**config.mk**
```make
export PLATFORM = sky130hd
export DESIGN_NAME = pattern_tx
export DESIGN_NICKNAME = d
export VERILOG_FILES = /design/src/rtl/pattern_tx_pkg.sv /design/src/rtl/pattern_tx_run_monitor.sv /design/src/rtl/pattern_tx.sv
export SDC_FILE = /design/constraint.sdc
export NUM_CORES = 1
export LEC_CHECK = 0
export ABC_AREA = 1
export BUFFER_PORTS_ARGS = -buffer_cell sky130_fd_sc_hd__buf_2
export CAP_MARGIN = 20
export CORE_ASPECT_RATIO = 1.1
export CORE_MARGIN = 2
export CORE_UTILIZATION = 50
export CTS_CLUSTER_DIAMETER = 40
export DETAILED_ROUTE_END_ITERATION = 8
export PLACE_DENSITY = 0.83
export SLEW_MARGIN = 20
export SYNTH_ARGS = -nofsm -noshare
export SYNTH_HDL_FRONTEND = slang
export SYNTH_HIERARCHICAL = 1
export SYNTH_SLANG_ARGS = --single-unit
```
**constraint.sdc**
```tcl
create_clock -name clock -period 1.9 [get_ports clock]
set_input_delay 0.57 -clock clock [delete_from_list [all_inputs] [get_ports clock]]
set_output_delay 0.57 -clock clock [all_outputs]
set_load 0.01 [all_outputs]
```
**src/rtl/pattern_tx_pkg.sv**
```systemverilog
// Shared definitions for the pattern transmitter and its run monitor.
package pattern_tx_pkg;

  typedef enum logic [2:0] {
    ST_IDLE  = 3'b001,
    ST_ONES  = 3'b010,
    ST_ZEROS = 3'b100
  } state_t;

  localparam int LEN_W_DEF  = 4;
  localparam int THRESH_DEF = 4;

endpackage

```
**src/rtl/pattern_tx_run_monitor.sv**
```systemverilog
// Tracks consecutive ones on w and predicts the detector output one cycle later.
module run_monitor
  import pattern_tx_pkg::*;
#(
  parameter int THRESH = THRESH_DEF
) (
  input  logic clock,
  input  logic rst,
  input  logic w,
  output logic exp_z
);

  localparam int CNT_W = $clog2(THRESH + 1);
  localparam logic [CNT_W-1:0] SAT = CNT_W'(THRESH);
  localparam logic [CNT_W-1:0] INC = CNT_W'(1);

  logic [CNT_W-1:0] run_cnt;
  logic [CNT_W-1:0] run_next;

  // Saturating run length, cleared by any zero on w.
  always_comb begin
    run_next = '0;
    if (!w) begin
      run_next = '0;
    end else if (run_cnt == SAT) begin
      run_next = SAT;
    end else begin
      run_next = run_cnt + INC;
    end
  end

  // Run counter and registered expectation.
  always_ff @(posedge clock or negedge rst) begin
    if (!rst) begin
      run_cnt <= '0;
      exp_z   <= 1'b0;
    end else begin
      run_cnt <= run_next;
      exp_z   <= (run_next == SAT);
    end
  end

endmodule

```
**src/rtl/pattern_tx.sv**
```systemverilog
// Serializes (ones, zeros) run commands onto w and predicts the detector's z.
module pattern_tx
  import pattern_tx_pkg::*;
#(
  parameter int LEN_W  = LEN_W_DEF,
  parameter int THRESH = THRESH_DEF
) (
  input  logic             clock,
  input  logic             rst,
  input  logic             cmd_valid,
  output logic             cmd_ready,
  input  logic [LEN_W-1:0] cmd_ones,
  input  logic [LEN_W-1:0] cmd_zeros,
  output logic             w,
  output logic             busy,
  output logic             done,
  output logic             exp_z
);

  localparam logic [LEN_W-1:0] ONE  = LEN_W'(1);
  localparam logic [LEN_W-1:0] ZERO = '0;

  state_t           state;
  logic [LEN_W-1:0] ones_left;
  logic [LEN_W-1:0] zeros_left;
  logic             noop_done;
  logic             last_bit;
  logic             accept;

  // Counters hold the bits still to show, including the one currently on w.
  always_comb begin
    last_bit = 1'b0;
    case (state)
      ST_ONES:  last_bit = (ones_left == ONE) && (zeros_left == ZERO);
      ST_ZEROS: last_bit = (zeros_left == ONE);
      default:  last_bit = 1'b0;
    endcase
  end

  assign cmd_ready = (state == ST_IDLE) || last_bit;
  assign accept    = cmd_valid && cmd_ready;
  assign busy      = (state != ST_IDLE);
  assign done      = last_bit || noop_done;

  // Command sequencer: loads on accept, otherwise walks the ones then zeros.
  always_ff @(posedge clock or negedge rst) begin
    if (!rst) begin
      state      <= ST_IDLE;
      ones_left  <= ZERO;
      zeros_left <= ZERO;
      w          <= 1'b0;
      noop_done  <= 1'b0;
    end else if (accept) begin
      ones_left  <= cmd_ones;
      zeros_left <= cmd_zeros;
      noop_done  <= (cmd_ones == ZERO) && (cmd_zeros == ZERO);
      if (cmd_ones != ZERO) begin
        state <= ST_ONES;
        w     <= 1'b1;
      end else if (cmd_zeros != ZERO) begin
        state <= ST_ZEROS;
        w     <= 1'b0;
      end else begin
        state <= ST_IDLE;
        w     <= 1'b0;
      end
    end else begin
      noop_done <= 1'b0;
      case (state)
        ST_ONES: begin
          if (ones_left == ONE) begin
            ones_left <= ZERO;
            w         <= 1'b0;
            if (zeros_left != ZERO) begin
              state <= ST_ZEROS;
            end else begin
              state <= ST_IDLE;
            end
          end else begin
            ones_left <= ones_left - ONE;
            w         <= 1'b1;
          end
        end
        ST_ZEROS: begin
          w <= 1'b0;
          if (zeros_left == ONE) begin
            zeros_left <= ZERO;
            state      <= ST_IDLE;
          end else begin
            zeros_left <= zeros_left - ONE;
          end
        end
        default: begin
          state <= ST_IDLE;
          w     <= 1'b0;
        end
      endcase
    end
  end

  run_monitor #(.THRESH(THRESH)) u_run_monitor (
    .clock (clock),
    .rst   (rst),
    .w     (w),
    .exp_z (exp_z)
  );

endmodule

```
==> results.md, run 1 <==
- Status: finished, violations left
- Violations in the final reports: setup timing
- Sw frac: 43.8%
- CTS clk-pin slew, worst paths: 0.10 ns
- Layout cells sized above 1: 29.2%
- Final Hold Viols: 0
- WL/cell: 12.3 microns
- Die area: 2410 sq um
- Period minus WS final: 2.09 ns
- RSZ-0062 raised after global routing: true
- # IOs: 16
- CP peak stage delay: 0.42 ns
- Tcrit/Tclk final: 110%
- Avg Inst Size Synth: 7.64 sq um
- GRT Util Overall: 21.2%
- Cell area power density: 1520 nW/um^2
- # diodes: 0
- Detailed Route WL: 2330 microns
- Yosys synthesis warning count: 6
- Cell Chain, Critical Path: inv_2 > ha_4 > inv_2 > nor3_4 > nand3_2 > nand3b_1 > buf_2
- Clk pwr share: 10.0%
- Switch Pwr: 0.852 mW
- Total internal power: 1.09 mW
- Fin. max-slew vios: 0
- CP Capture Type: output pin
- Post-Synthesis Cell Area: 1020 sq um
- Relative slew margins: 74.4%
- Worst path buffer plus inverter count: 3
- Syn nets: 151
- Yosys reg bits: 17
- DRC Markers: 0
- CTS Root Cell: clkbuf_4
- Part of the power in registers: 34.0%
- Most frequent CP cell: inv_2
- CTS max path bufs: 2
- CP Max Fanout: 3
- Worst slew pin tran: 0.384 ns
- Die W: 47.0 microns
- DRT Pass-1 Iters: 4
- Initial antenna violation count: 0
- Buffers on Ports: 15
- Leakage: 0.719 nW
- GP Congestion: 0.818
- CTS Sinks: 17
- Worst EP required: 1.33 ns
- Post-route setup slack: -0.188 ns
- H-Tree Depth: 1
- Synth unique cells: 20
- Final Net Count: 180
- MaxCap Viol Count: 0
- First-pass GRT wire length: 3680 microns
- Crit start category: flop
- Worst path arrival time: 1.52 ns
- Maximum VDD drop: 896 uV
- Number of vias per cell: 4.96
- Number of global-route vias before repair: 937
- Hold crit path type: primary input to async pin
- Worst path slowest cell: dfrtp_1
- FP Rows: 17
- Maximum clock rate: 479 MHz
- Core area: 1960 sq um
- HPWL after DPL: 1610 microns
- Clock buffer count from CTS: 3
- Final setup vio count: 2
- Design area: 1280 sq um
- Gate power share: 56.0%
- TritonCTS clock tree: done
- Fin util: 65.5%
- Placed cell area: 1110 sq um
- Antenna-violating nets left: 0
- Clock Skews: 0.00179 ns
- Place WS: 0.0767 ns
- GR Overflow Total: 0
- Die Y-Extent: 51.3 microns
- Via count: 938
- Initial Util: 51.9%
- Hold-fix buffers, CTS: 0
- CP delay by family, top: flip-flops
- Sequential area share after synthesis: 42.0%
- Synthesis-to-layout area growth: 26.2%
- DRT iter0 DRCs: 20
- WS Path Type: flop to output pin
- Largest net degree at the start of global routing: 18
- Clk_lat worst skew: 0.29 ns
- Cell count after synthesis: 133
## cell usage after synthesis
library cell	n	area [sq um]
nand2_2	1	6.26
dfrtp_1	16	400
inv_1	20	75.1
ha_1	7	87.6
dfstp_2	1	26.3
nor2_1	14	52.6
nor3_1	2	10.0
a31oi_1	1	6.26
nor3b_2	1	12.5
xor2_1	3	26.3
a21oi_1	1	5.00
nand2_1	33	124
nand3b_1	1	7.51
inv_2	4	15.0
or2_1	1	6.26
xnor2_1	1	8.76
nand3_2	1	10.0
nand3_1	23	115
nor3_2	1	10.0
buf_6	1	11.3
## power by group through the flow
stage	logic (mW)	registers (mW)	clock network, mW
6_report	1.09	0.660	0.195
2_1_floorplan	0.585	0.617	0
3_5_place_dp	0.749	0.646	0
5_1_grt	1.23	0.675	0.221
3_3_place_gp	0.709	0.629	0
4_1_cts	0.897	0.650	0.199
## through the flow
stage / std cells / hold WS, ns / total power, mW / setup TNS [ns]
after detailed placement: 175 / 0.511 / 1.40 / 0
after global placement: 175 / 0.496 / 1.34 / 0
after floorplan: 133 / 0.274 / 1.20 / 0
after CTS: 185 / 0.192 / 1.75 / -0.214
final: 189 / 0.181 / 1.94 / -0.351
after global routing: 189 / 0.187 / 2.12 / -0.526
## cells by family (layout without fill, tap and decap cells)
| kind of cell | Yosys count | count (layout) | share of synthesized area [%] |
|---|---|---|---|
| compound gates | 2 | 2 | 1.11 |
| xor+xnor | 4 | 4 | 3.45 |
| fa+ha+maj | 7 | 7 | 8.62 |
| buf+inv | 25 | 53 | 9.97 |
| flops | 17 | 17 | 42.0 |
| simple gates | 78 | 78 | 34.9 |
## path summary, 6_finish.rpt
kind	startpoint	to	slack, ns	depth (start not counted)
setup / recovery	zeros_left[1]$_DFFE_PN0P_	done	-0.19	7
hold / removal	rst	zeros_left[3]$_DFFE_PN0P_	0.18	1
max in group asynchronous	rst	state[0]$_DFFE_PN1P_	1.40	1
hold reg to reg	ones_left[1]$_DFFE_PN0P_	ones_left[1]$_DFFE_PN0P_	0.56	2
min in group clock	cmd_ones[2]	ones_left[2]$_DFFE_PN0P_	0.51	3
setup reg to reg	zeros_left[0]$_DFFE_PN0P_	zeros_left[2]$_DFFE_PN0P_	0.10	11
## flip-flops by register name (all words and copies together), names as in the netlist
signal / cells
w: 1
noop_done: 1
state: 3
u_run_monitor/exp_z: 1
ones_left: 4
u_run_monitor/run_cnt: 3
zeros_left: 4
## layout make-up
cell class,count,area [sq um]
sequential,17,427
clock buffer,3,22.5
inverter,24,90.1
multi-input combinational,91,547
clock inverter,1,5.00
fill,166,674
tap,28,35.0
timing repair buffer,25,156
## worst reg2reg max path, delay by kind of cell (launching register included)
kind / cells / cell delay, ns
adder cells (fa/ha/maj): 1 / 0.19
buffers and inverters: 4 / 0.52
flip-flops: 1 / 0.40
AND/OR/NAND/NOR: 6 / 0.58
## routing by layer
metal	vias to the layer above	share of wire, %	global-route usage, %
li1	470	-	-
met1	432	39	22.1
met2	26	53	37.9
met3	10	3.6	3.18
met4	0	4.3	12.5
met5	-	0	0
## layout by cell type, fill, tap and decap left out, types with 2 or more instances in the layout
cell	netlist	layout
nand2_1	33	32
nand3_1	23	22
inv_1	20	16
dfrtp_1	16	16
buf_2	0	14
nor2_1	14	13
buf_4	0	10
inv_2	4	8
ha_1	7	6
xor2_1	3	3
clkbuf_4	0	3
nand3_2	1	2
## timing repair
item                                    CTS  global route
gates resized for setup                   8             8
pin swaps                                 4             6
endpoints found under the setup margin    2             9
buffers inserted                          6             4
Power figures use the tool's default switching activity.
==> inputs of run 2 (changes only) <==
RECOVER_POWER = 25   (was default)
==> run 2 against run 1 <==
Net effect: flip-flop and latch count is the same; sequential share of layout area barely moved; hold slack better by 0.19 ns; critical path type unchanged; first-iteration DRC count unchanged; die area is the same; power barely moved; the run still ends with setup timing left; largest cell class unchanged.
==> results.md, run 2 (synthesis gave the netlist of run 1 again) <==
- Relative slew margins: 39.2% (-35 points)
- Clock buffer count from CTS: 3 (unchanged)
- Status: finished, violations left
- Final Net Count: 180 (unchanged)
- Biggest regs: ones_left (4), zeros_left (4)
- MaxCap Viol Count: 0 (unchanged)
- TritonCTS clock tree: done
- FF-to-FF setup slack: 0.10 ns (about the same)
- Final Hold Viols: 0 (unchanged)
- WL/cell: 12.3 microns (-0.13%)
- CP Launch Point: zeros_left[1]$_DFFE_PN0P_
- Antenna-violating nets left: 0 (unchanged)
- Crit start category: flop
- Final setup vio count: 2 (unchanged)
- Switch Pwr: 0.852 mW (about the same)
- R2r startpoint: zeros_left[0]$_DFFE_PN0P_
- DRC Markers: 0 (unchanged)
- Clk_lat worst skew: 0.29 ns (about the same)
- Worst path arrival time: 1.52 ns (about the same)
- HPWL after DPL: 1610 microns (unchanged)
- Clk pwr share: 10.0% (about the same)
- Buffers on Ports: 15 (unchanged)
- Clock Skews: 0.00179 ns (unchanged)
- CP Capture Type: output pin
- CTS Root Cell: clkbuf_4
- RR Endpoint: zeros_left[2]$_DFFE_PN0P_
- Violations in the final reports: setup timing
- FP Rows: 17 (unchanged)
- Maximum VDD drop: 896 uV (about the same)
- CP Max Fanout: 3 (unchanged)
- Initial Util: 51.9% (unchanged)
- CTS Sinks: 17 (unchanged)
- Fin. max-slew vios: 0 (unchanged)
- Cell area power density: 1520 nW/um^2 (about the same)
- Place WS: 0.0767 ns (unchanged)
- Most frequent cells in the layout: 32 x nand2_1, 22 x nand3_1, 16 x inv_1, 16 x dfrtp_1
- Final Non-Filler Cells: 189 (unchanged)
- Initial antenna violation count: 0 (unchanged)
- Number of global-route vias before repair: 937 (unchanged)
- Detailed Route WL: 2330 microns (-0.13%)
- CTS max path bufs: 2 (unchanged)
- Via count: 942 (+0.43%)
- Commonest non-fill, non-tap cell in the layout: nand2_1
- Core area: 1960 sq um (unchanged)
- Min Hold Slack: 0.376 ns (+0.194 ns)
- RSZ-0062 raised after global routing: true
- Number of vias per cell: 4.98 (+0.43%)
- Worst EP required: 1.33 ns (about the same)
- Worst slew pin tran: 0.911 ns (+0.527 ns)
- GR Overflow Total: 0 (unchanged)
- Tcrit/Tclk final: 110% (about the same)
- Total internal power: 1.09 mW (about the same)
- Placed insts: 175 (unchanged)
- Hold crit path type: primary input to async pin
- # diodes: 0 (unchanged)
- # IOs: 16 (unchanged)
- H-Tree Depth: 1 (unchanged)
- Sw frac: 43.8% (about the same)
- First-pass GRT wire length: 3680 microns (unchanged)
- Gate power share: 56.0% (about the same)
- Reg2reg path depth: 11 (unchanged)
- DRT Pass-1 Iters: 4 (unchanged)
- WS Path Type: flop to output pin
- Maximum clock rate: 479 MHz (about the same)
- CTS clk-pin slew, worst paths: 0.10 ns (about the same)
- DRT iter0 DRCs: 20 (unchanged)
- Final Power: 1.94 mW (about the same)
- GRT Util Overall: 21.2% (unchanged)
- Leakage: 0.716 nW (-0.38%)
- Period minus WS final: 2.09 ns (+0.000338 ns)
- Largest net degree at the start of global routing: 18 (unchanged)
- Part of the power in registers: 34.0% (about the same)
- Layout cells sized above 1: 28.6% (-0.62 points)
- GP Congestion: 0.818 (unchanged)
- Die Y-Extent: 51.3 microns (unchanged)
- Die W: 47.0 microns (unchanged)
- Fin util: 65.5% (about the same)
- Synthesis-to-layout area growth: 26.1% (about the same)
- Die area: 2410 sq um (unchanged)
- Post-route setup slack: -0.189 ns (-0.000338 ns)
-- run 2: cell type report --
type | instances | area [sq um]
clock buffer | 3 | 22.5
clock inverter | 1 | 5.00
fill | 166 | 676
inverter | 24 | 90.1
multi-input combinational | 91 | 547
sequential | 17 | 427
tap | 28 | 35.0
timing repair buffer | 25 | 155
-- run 2: stage by stage --
| step | instance area, sq um | setup TNS (ns) |
|---|---|---|
| 2_1_floorplan | 1020 | 0 |
| 3_3_place_gp | 1110 | 0 |
| 3_5_place_dp | 1110 | 0 |
| 4_1_cts | 1210 | -0.214 |
| 5_1_grt | 1280 | -0.526 |
| 6_report | 1280 | -0.351 |
-- run 2: worst max path at each step --
stage	slack (ns)	endpoint	cells after the start
floorplan	0.27	done	6
global placement	0.13	cmd_ready	7
detailed placement	0.08	cmd_ready	7
CTS	-0.12	done	6
global route	-0.28	done	7
finish	-0.19	done	7
-- run 2: critical path, stage by stage (launching register included) --
cell	delay, ns
dfrtp_1	0.42
inv_2	0.12
ha_4	0.15
inv_2	0.04
nor3_4	0.17
nand3_2	0.10
nand3b_1	0.10
buf_2	0.13
-- run 2: power groups by stage --
stage | combinational, mW | clock, mW | sequential, mW
after floorplan | 0.585 | 0 | 0.617
after global placement | 0.709 | 0 | 0.629
after detailed placement | 0.749 | 0 | 0.646
after CTS | 0.897 | 0.199 | 0.650
after global routing | 1.23 | 0.221 | 0.675
final | 1.09 | 0.195 | 0.660
-- run 2: per-layer routing --
layer | GRT usage, % | part of all wire, % | up-vias | routed length [microns]
met5 | 0 | 0 | - | 0
met4 | 12.5 | 4.3 | 0 | 100
met3 | 3.18 | 3.7 | 10 | 85
met2 | 37.9 | 54 | 28 | 1240
met1 | 22.1 | 38 | 434 | 894
li1 | - | - | 470 | -
-- run 2: what timing repair did --
item,CTS,global route
pin swaps,4,6
hold buffers,0,0
endpoints found under the setup margin,2,9
buffers inserted,6,4
resized for setup,8,8
